File: config.mk
export PLATFORM = sky130hd
export DESIGN_NAME = rnn_cell_engine
export DESIGN_NICKNAME = d
export VERILOG_FILES = /design/src/rtl/rnn_cell_engine.sv
export SDC_FILE = /design/constraint.sdc
export NUM_CORES = 2
export LEC_CHECK = 0
export CAP_MARGIN = 25
export CELL_PAD_IN_SITES_DETAIL_PLACEMENT = 1
export CELL_PAD_IN_SITES_GLOBAL_PLACEMENT = 2
export CORE_MARGIN = 2
export CORE_UTILIZATION = 41
export CTS_BUF_LIST = sky130_fd_sc_hd__clkbuf_4
export DETAILED_ROUTE_END_ITERATION = 16
export MAX_ROUTING_LAYER = met4
export PLACE_DENSITY_LB_ADDON = 0.1
export SLEW_MARGIN = 25
export SYNTH_ARGS = -nofsm -noshare
export SYNTH_HDL_FRONTEND = slang
export SYNTH_SLANG_ARGS = --single-unit
export TNS_END_PERCENT = 30
File: constraint.sdc
create_clock -name clk -period 17.2 [get_ports clk]
set_input_delay 2.58 -clock clk [delete_from_list [all_inputs] [get_ports clk]]
set_output_delay 2.58 -clock clk [all_outputs]
set_load 0.05 [all_outputs]
File: src/rtl/rnn_cell_engine.sv
// rnn_cell_engine: Elman-RNN sequencer over a shared single-port memory, h_t[j] = act(W x + b_x + U h + b_h).
// Latency: 2-cycle T fetch, then HID*(IN_BITS+3)+1 cycles for t=0 and HID*(IN_BITS+HID+3)+1 per later step.
// No backpressure: ready is ignored while busy. Build macro RNN_RELU_EN selects a [0,+1.0] clamp over [-1.0,+1.0].
module rnn_cell_engine #(
  parameter int HID     = 64,
  parameter int IN_BITS = 32,
  parameter int DW      = 20,
  parameter int FRAC    = 16,
  parameter int TW      = 11,
  parameter int AW      = 17
) (
  input  logic               clk,
  input  logic               reset,
  input  logic               ready,
  output logic               busy,
  output logic               i_en,
  input  logic [IN_BITS-1:0] idata,
  input  logic [DW-1:0]      mdata_r,
  output logic [DW-1:0]      mdata_w,
  output logic               mce,
  output logic [AW-1:0]      maddr,
  output logic [2:0]         msel
);
  localparam int HB = $clog2(HID);
  localparam int KB = $clog2(IN_BITS);
  localparam int CW = (HB > KB) ? HB : KB;
  localparam int AB = 2*DW + $clog2(HID+IN_BITS+2);

  localparam logic signed [AB-1:0] C_ONE  = {{(AB-FRAC-1){1'b0}}, 1'b1, {FRAC{1'b0}}};
  localparam logic signed [AB-1:0] C_HALF = {{(AB-FRAC){1'b0}}, 1'b1, {(FRAC-1){1'b0}}};
`ifdef RNN_RELU_EN
  localparam logic signed [AB-1:0] C_LO   = '0;
`else
  localparam logic signed [AB-1:0] C_LO   = -C_ONE;
`endif

  localparam logic [1:0] P_NONE = 2'd0;
  localparam logic [1:0] P_W    = 2'd1;
  localparam logic [1:0] P_B    = 2'd2;
  localparam logic [1:0] P_U    = 2'd3;

  typedef enum logic [3:0] {
    S_IDLE, S_LD_T, S_LD_W, S_WX, S_BX, S_UH, S_BH, S_WR, S_SWAP, S_DONE
  } state_t;

  state_t                r_state, w_next;
  logic [HB-1:0]         r_j;
  logic [CW-1:0]         r_cnt;
  logic [TW-1:0]         r_t, r_tmax;
  logic [IN_BITS-1:0]    r_x;
  logic [1:0]            r_p_op;
  logic [CW-1:0]         r_p_idx;
  logic signed [AB-1:0]  r_acc;
  logic signed [DW-1:0]  r_h_old [HID];
  logic signed [DW-1:0]  r_h_new [HID];

  logic                  w_last_k, w_last_i, w_last_j, w_last_t;
  logic signed [DW-1:0]  w_hsel;
  logic signed [2*DW-1:0] w_prod;
  logic signed [AB-1:0]  w_bias, w_add, w_sum, w_q;
  logic signed [DW-1:0]  w_act;

  assign w_last_k = (r_cnt == CW'(IN_BITS-1));
  assign w_last_i = (r_cnt == CW'(HID-1));
  assign w_last_j = (r_j == HB'(HID-1));
  assign w_last_t = (r_t == r_tmax - TW'(1));

  always_ff @(posedge clk or negedge reset) begin
    if (!reset) r_state <= S_IDLE;
    else        r_state <= w_next;
  end

  always_comb begin
    w_next = r_state;
    case (r_state)
      S_IDLE: if (ready) w_next = S_LD_T;
      S_LD_T: w_next = S_LD_W;
      S_LD_W: w_next = (mdata_r[TW-1:0] == '0) ? S_DONE : S_WX;
      S_WX:   if (w_last_k) w_next = S_BX;
      S_BX:   w_next = (r_t == '0) ? S_BH : S_UH;
      S_UH:   if (w_last_i) w_next = S_BH;
      S_BH:   w_next = S_WR;
      S_WR: begin
        if (!w_last_j)     w_next = S_WX;
        else if (w_last_t) w_next = S_DONE;
        else               w_next = S_SWAP;
      end
      S_SWAP: w_next = S_WX;
      S_DONE: w_next = S_IDLE;
      default: w_next = S_IDLE;
    endcase
  end

  always_comb begin
    i_en    = 1'b0;
    msel    = 3'd0;
    maddr   = '0;
    mdata_w = '0;
    case (r_state)
      S_LD_T: begin
        msel = 3'd4;
        i_en = 1'b1;
      end
      S_LD_W: msel = 3'd4;
      S_WX:   maddr = AW'({r_j, r_cnt[KB-1:0]});
      S_BX: begin
        msel  = 3'd1;
        maddr = AW'(r_j);
      end
      S_UH: begin
        msel  = 3'd2;
        maddr = AW'({r_j, r_cnt[HB-1:0]});
      end
      S_BH: begin
        msel  = 3'd3;
        maddr = AW'(r_j);
      end
      S_WR: begin
        msel    = 3'd5;
        maddr   = AW'({r_t, r_j});
        mdata_w = w_act;
      end
      S_SWAP: i_en = 1'b1;
      default: ;
    endcase
  end

  assign busy = (r_state != S_IDLE);
  assign mce  = busy;

  // Read data is tagged with the operand kind issued one cycle earlier.
  assign w_hsel = r_h_old[r_p_idx[HB-1:0]];
  assign w_prod = $signed(mdata_r) * w_hsel;
  assign w_bias = {{(AB-DW-FRAC){mdata_r[DW-1]}}, mdata_r, {FRAC{1'b0}}};

  always_comb begin
    w_add = '0;
    case (r_p_op)
      P_W: if (r_x[r_p_idx[KB-1:0]]) w_add = w_bias;
      P_B: w_add = w_bias;
      P_U: w_add = {{(AB-2*DW){w_prod[2*DW-1]}}, w_prod};
      default: ;
    endcase
  end

  assign w_sum = r_acc + w_add;
  assign w_q   = (w_sum + C_HALF) >>> FRAC;

  always_comb begin
    if (w_q > C_ONE)     w_act = C_ONE[DW-1:0];
    else if (w_q < C_LO) w_act = C_LO[DW-1:0];
    else                 w_act = w_q[DW-1:0];
  end

  always_ff @(posedge clk or negedge reset) begin
    if (!reset) begin
      r_j     <= '0;
      r_cnt   <= '0;
      r_t     <= '0;
      r_tmax  <= '0;
      r_x     <= '0;
      r_p_op  <= P_NONE;
      r_p_idx <= '0;
      r_acc   <= '0;
      for (int n = 0; n < HID; n++) begin
        r_h_old[n] <= '0;
        r_h_new[n] <= '0;
      end
    end else begin
      r_p_op  <= P_NONE;
      r_p_idx <= r_cnt;
      r_acc   <= w_sum;
      case (r_state)
        S_IDLE: begin
          r_acc <= '0;
          r_j   <= '0;
          r_cnt <= '0;
          r_t   <= '0;
        end
        S_LD_T: begin
          r_x <= idata;
          for (int n = 0; n < HID; n++) r_h_old[n] <= '0;
        end
        S_LD_W: r_tmax <= mdata_r[TW-1:0];
        S_WX: begin
          r_p_op <= P_W;
          r_cnt  <= w_last_k ? '0 : r_cnt + CW'(1);
        end
        S_BX: r_p_op <= P_B;
        S_UH: begin
          r_p_op <= P_U;
          r_cnt  <= w_last_i ? '0 : r_cnt + CW'(1);
        end
        S_BH: r_p_op <= P_B;
        S_WR: begin
          r_acc        <= '0;
          r_h_new[r_j] <= w_act;
          r_j          <= r_j + HB'(1);
        end
        S_SWAP: begin
          r_h_old <= r_h_new;
          r_t     <= r_t + TW'(1);
          r_x     <= idata;
        end
        default: ;
      endcase
    end
  end
endmodule

# After elaboration in Yosys (flattened, before gate mapping)
# Cells that the tools add are included.
# totals
reg_bits,2685
# op_classes
addsub,6
n_mul,1
bitwise,2
eq_ne,18
n_mux,32
reduce_logical,14
order_cmp,6
# ops
cell,count
$pmux W1280 S2,1
$bwmux W1280,1
$pmux W47 S3,1
$bmux W20 S6,1
$demux W20 S6,1
$mux W20,6
$mux W47,2
$pmux W17 S4,1
$add A47 B17 Y47 const B,1
$add A47 B47 Y47,1
$mul A20 B20 Y40,1
$pmux W4 S9,1
$gt A31 B18 Y1 const B,1
$lt A31 B17 Y1 const B,1
$logic_not A11 Y1,2
$pmux W11 S2,1
$mux W4,5
$pmux W6 S3,1
$eq A4 B3 Y1 const B,4
$pmux W3 S5,1
$ge A7 B7 Y1 const B,2
$not A6 Y7,2
$add A6 B1 Y6 const B,2
$eq A6 B6 Y1 const B,2
other kinds (25),37

# Longest topological paths before layout
# depth
depth_word,12
mapped_depth,58

# Least setup slack after synthesis
# Ideal clock, no wire load.
# synth_path
path_type,flip-flop to output port
from,reg r_p_idx[0]
to,out mdata_w[0]
arrival_time_ns,15.019
path_stages_with_launch,57
path_buffers,12
required_time_ns,14.620
slack_ns,-0.399
path_cell_list,dfrtp_1 > buf_2 > buf_2 > clkbuf_1 > buf_1 > buf_1 > mux4_2 > mux4_2 > mux4_2 > clkbuf_1 > and2_1 > fa_1 > fa_1 > inv_1 > fa_1 > inv_1 > fa_1 > fa_1 > (+21 left out) > o21ai_0 > o211ai_1 > a21oi_1 > a31o_2 > nand3_1 > nor4_1 > and2_1 > clkbuf_1 > nand3_1 > or2_2 > o41a_1 > a2111oi_2 > buf_4 > a22oi_2 > buf_6 > buf_6 > buf_2 > nor3b_1
# synth_between
elab_chain_cells,12
# synth_rtl
element,line,source
from (decl),52,logic [CW-1:0] r_p_idx;
from (signal assigned),171,r_p_idx <= r_cnt;
$not A6 Y7 (implied by the code),132,assign w_hsel = r_h_old[r_p_idx[HB-1:0]];
$bmux W20 S6,132,
$mux W20 (implied by the code) (2 in a row),132,
$mul A20 B20 Y40,133,assign w_prod = $signed(mdata_r) * w_hsel;
$pmux W47 S3 (*),138,case (r_p_op)
$add A47 B47 Y47 (*),146,assign w_sum = r_acc + w_add;
$add A47 B17 Y47 (*),147,assign w_q = (w_sum + C_HALF) >>> FRAC;
$lt A31 B17 Y1,151,else if (w_q < C_LO) w_act = C_LO[DW-1:0];
$mux W20,151,
$mux W20 (*),150,if (w_q > C_ONE) w_act = C_ONE[DW-1:0];
$mux W20 (*),99,case (r_state)
to (decl),19,"output logic [DW-1:0] mdata_w,"
# Every way passes the cells marked *; elsewhere a longest branch is shown, timed or not. The select of a mux whose other input is x is not followed.

# Worst setup path after layout
# layout_path
from,reg r_p_idx[0]
to,out mdata_w[15]
# The elaborated chain is that of the path after synthesis.

==> flow_summary.ini <==
[setup_path]
r2r_cells = 55
cp_max_fo = 17
worstSetupEndpointType = output port
cp_slowest_stage_delay_ns = 0.64
crit_top_cell = fa_1
critical-path-slowest-cell = mux4_2
critical_path_class = register to output port
critPathLaunchType = register
crit_required_ns = 14.62
crit_arrival_ns = 15.29

[floorplanning]
num_rows = 205
start_util = 0.411
fp.dieArea_um2 = 316000
pin_count = 98
core-area_um2 = 311000
die_y_um = 562
die_w_um = 562

[global_routing]
globalRouteOverflowTotal = 0
gr-usage-all-layers = 0.276
antenna_found_initial = 19
grt_pass1_vias = 101000
grt_start_max_net_pins = 221
grt_pass1_wl_mm = 650

[yosys]
synth_cell_types = 98
ys_seq_area_frac = 0.526
synth-edff-count = 0
ys_dominant_reg_cell = dfrtp_1
yosys-top-cells-area = dfrtp_1 53%, a22o_1 8.8%, mux4_2 7.5%
synth_area_um2 = 128000
avgSynthCellArea_um2 = 11.8
synthCells = 10800
synthesis.nets = 11400
synth_top_cell_by_area = dfrtp_1
async_reset_ff_frac = 1.00
ys_seq_elements = 2685
netlist.area_leader.share = 0.526
ys_warn_count = 0

[power_and_ir_drop]
power_mw = 16.6
p_per_area_nw_per_um2 = 113
peakVddDrop_v = 0.0000892
p_leak_nw = 67.3

[flow_run]
max_cap_violations = 0

[finish]
drive_gt1_frac = 0.215
area_growth_pct = 14.9
finalNetCount = 12000
final_cells = 16000
final_core_util = 0.472
final_area_um2 = 147000

[clock_network]
cts_root_buf = clkbuf_4
postCtsHoldBufs = 0
clk_latency_ns = 1.59
h-tree-depth = 6
cts.path.max_buffers = 4
cts_buffers = 734
cts_tree = done
clock_sinks = 2685
path_clk_slew_ns = 0.07

[sta]
holdWs_ns = 0.398
max_freq_mhz = 56.0
tightest_slew_ns = 1.22
setup_viol = 20
final.setup.tns_ns = -10.80
drv_slew = 0
layout_worst_path_cycle_share = 1.04
fin_worst_skew_ns = 0.158
setup_ws_ns = -0.671
hold_viol = 0
relSlewSlack = 0.185
fin_crit_ns = 17.87
rsz0062_at_grt = true

[place]
post_dp_cell_area_um2 = 135000
port_buffers = 97
hpwl_mm = 274
place_ws_ns = -0.303
gp_congestion = 0.856
place_inst = 14600

[route]
wl_per_cell_um = 26.2
antenna_left = 0
drt_wl_total_mm = 420
dr.pass1.iters = 7
drc_errors = 0
drtIter0Drc = 6370
vias = 92000
vias_per_cell = 5.74

[status]
status = finished, violations left
violations = setup timing

[hold_path]
hold_depth = 1
hold_path.class = register to register
[Yosys cell counts (all sizes together) (75+ instances only)]
| cell type | instances |
|---|---|
| a21oi | 81 |
| a22o | 1288 |
| a31oi | 464 |
| and2 | 226 |
| buf | 142 |
| clkbuf | 779 |
| dfrtp | 2685 |
| fa | 421 |
| ha | 153 |
| inv | 510 |
| mux4 | 427 |
| nand2 | 1141 |
| nor2 | 1102 |
| o21ai | 179 |
| o31ai | 577 |
| xnor2 | 75 |
[what timing repair did]
item / in CTS / in global routing
pin swaps: 37 / 5
endpoints found under the setup margin: 20 / 20
hold endpoints to repair: 0 / 0
cloned: 9 / 2
setup buffers: 63 / 13
resized for setup: 157 / 27
[cell type report]
cell class | instances | area [um2]
Multi-Input combinational cell | 6701 | 55900
Fill cell | 32700 | 164000
Clock inverter | 170 | 1060
Tap cell | 4140 | 5180
Inverter | 512 | 1920
Antenna cell | 23 | 57.6
Timing Repair Buffer | 698 | 7150
Clock buffer | 1115 | 8370
Sequential cell | 2685 | 67200
[layout by cell type (no fill, tap or decap), types with 39 or more instances in the layout]
| master | count |
|---|---|
| buf_12 | 80 |
| clkinv_1 | 117 |
| xor2_1 | 39 |
| clkbuf_4 | 1115 |
| a31oi_1 | 461 |
| ha_1 | 148 |
| fa_1 | 416 |
| nand2_1 | 1119 |
| xnor2_1 | 60 |
| and2_1 | 217 |
| o21ai_0 | 150 |
| clkdlybuf4s50_1 | 76 |
| inv_1 | 501 |
| nor2_1 | 1064 |
| a21oi_1 | 69 |
| nor3_1 | 44 |
| buf_6 | 42 |
| a22o_1 | 1288 |
| o31ai_2 | 96 |
| mux4_2 | 427 |
| nand3_1 | 47 |
| a21o_1 | 41 |
| o31ai_1 | 480 |
| buf_4 | 469 |
| dfrtp_1 | 2680 |
[report_power, final]
group | leakage (nW) | internal, mW | switching, mW
sequential | 31.4 | 6.52 | 0.155
combinational | 30.2 | 1.20 | 2.82
clock | 5.63 | 3.10 | 2.82
total | 67.3 | 10.8 | 5.79
[state kept, by name (all words and copies together) (netlist names)]
name and cells:
r_x 32, r_h_old 1280, r_acc 47, r_state 4, r_cnt 6, r_t 11, r_p_idx 6, r_j 6
r_h_new 1280, r_p_op 2, r_tmax 11
[per-layer routing]
layer / track usage / share of wire / wire, um
met1: 0.376 / 0.45 / 190000
met2: 0.434 / 0.48 / 202000
met3: 0.0384 / 0.042 / 17700
met4: 0.0736 / 0.023 / 9770
met5: - / 0 / 0
[kinds of logic after synthesis]
logic type	after synthesis	synth area share
and+or+nand+nor	2756	0.0909
adders and majority gates	574	0.0809
AOI/OAI and AO/OA	2804	0.173
buffers and inverters	1433	0.0439
DFF	2685	0.526
muxes	446	0.0769
xor gates and xnor gates	121	0.00857
[worst max-delay path, delay by kind of cell (launching register included)]
| kind | cells | cell delay (ns) |
|---|---|---|
| fa+ha+maj | 9 | 4.02 |
| compound gates | 17 | 3.39 |
| simple gates | 7 | 1.91 |
| buf+inv | 14 | 1.84 |
| mux | 3 | 1.76 |
| flops | 1 | 0.52 |
| xor+xnor | 1 | 0.17 |
[worst paths after layout]
path                                   start             to  slack (ns)
max in group asynchronous              reset   r_h_old[352]       12.46
worst min-delay path            r_h_new[654]   r_h_old[654]        0.40
min in group asynchronous              reset  r_h_old[1234]        0.94
worst min register to register  r_h_new[654]   r_h_old[654]        0.40
worst max register to register    r_p_idx[0]   r_h_new[410]        1.34
worst max-delay path              r_p_idx[0]    mdata_w[15]       -0.67
(Power assumes the default switching activity.)
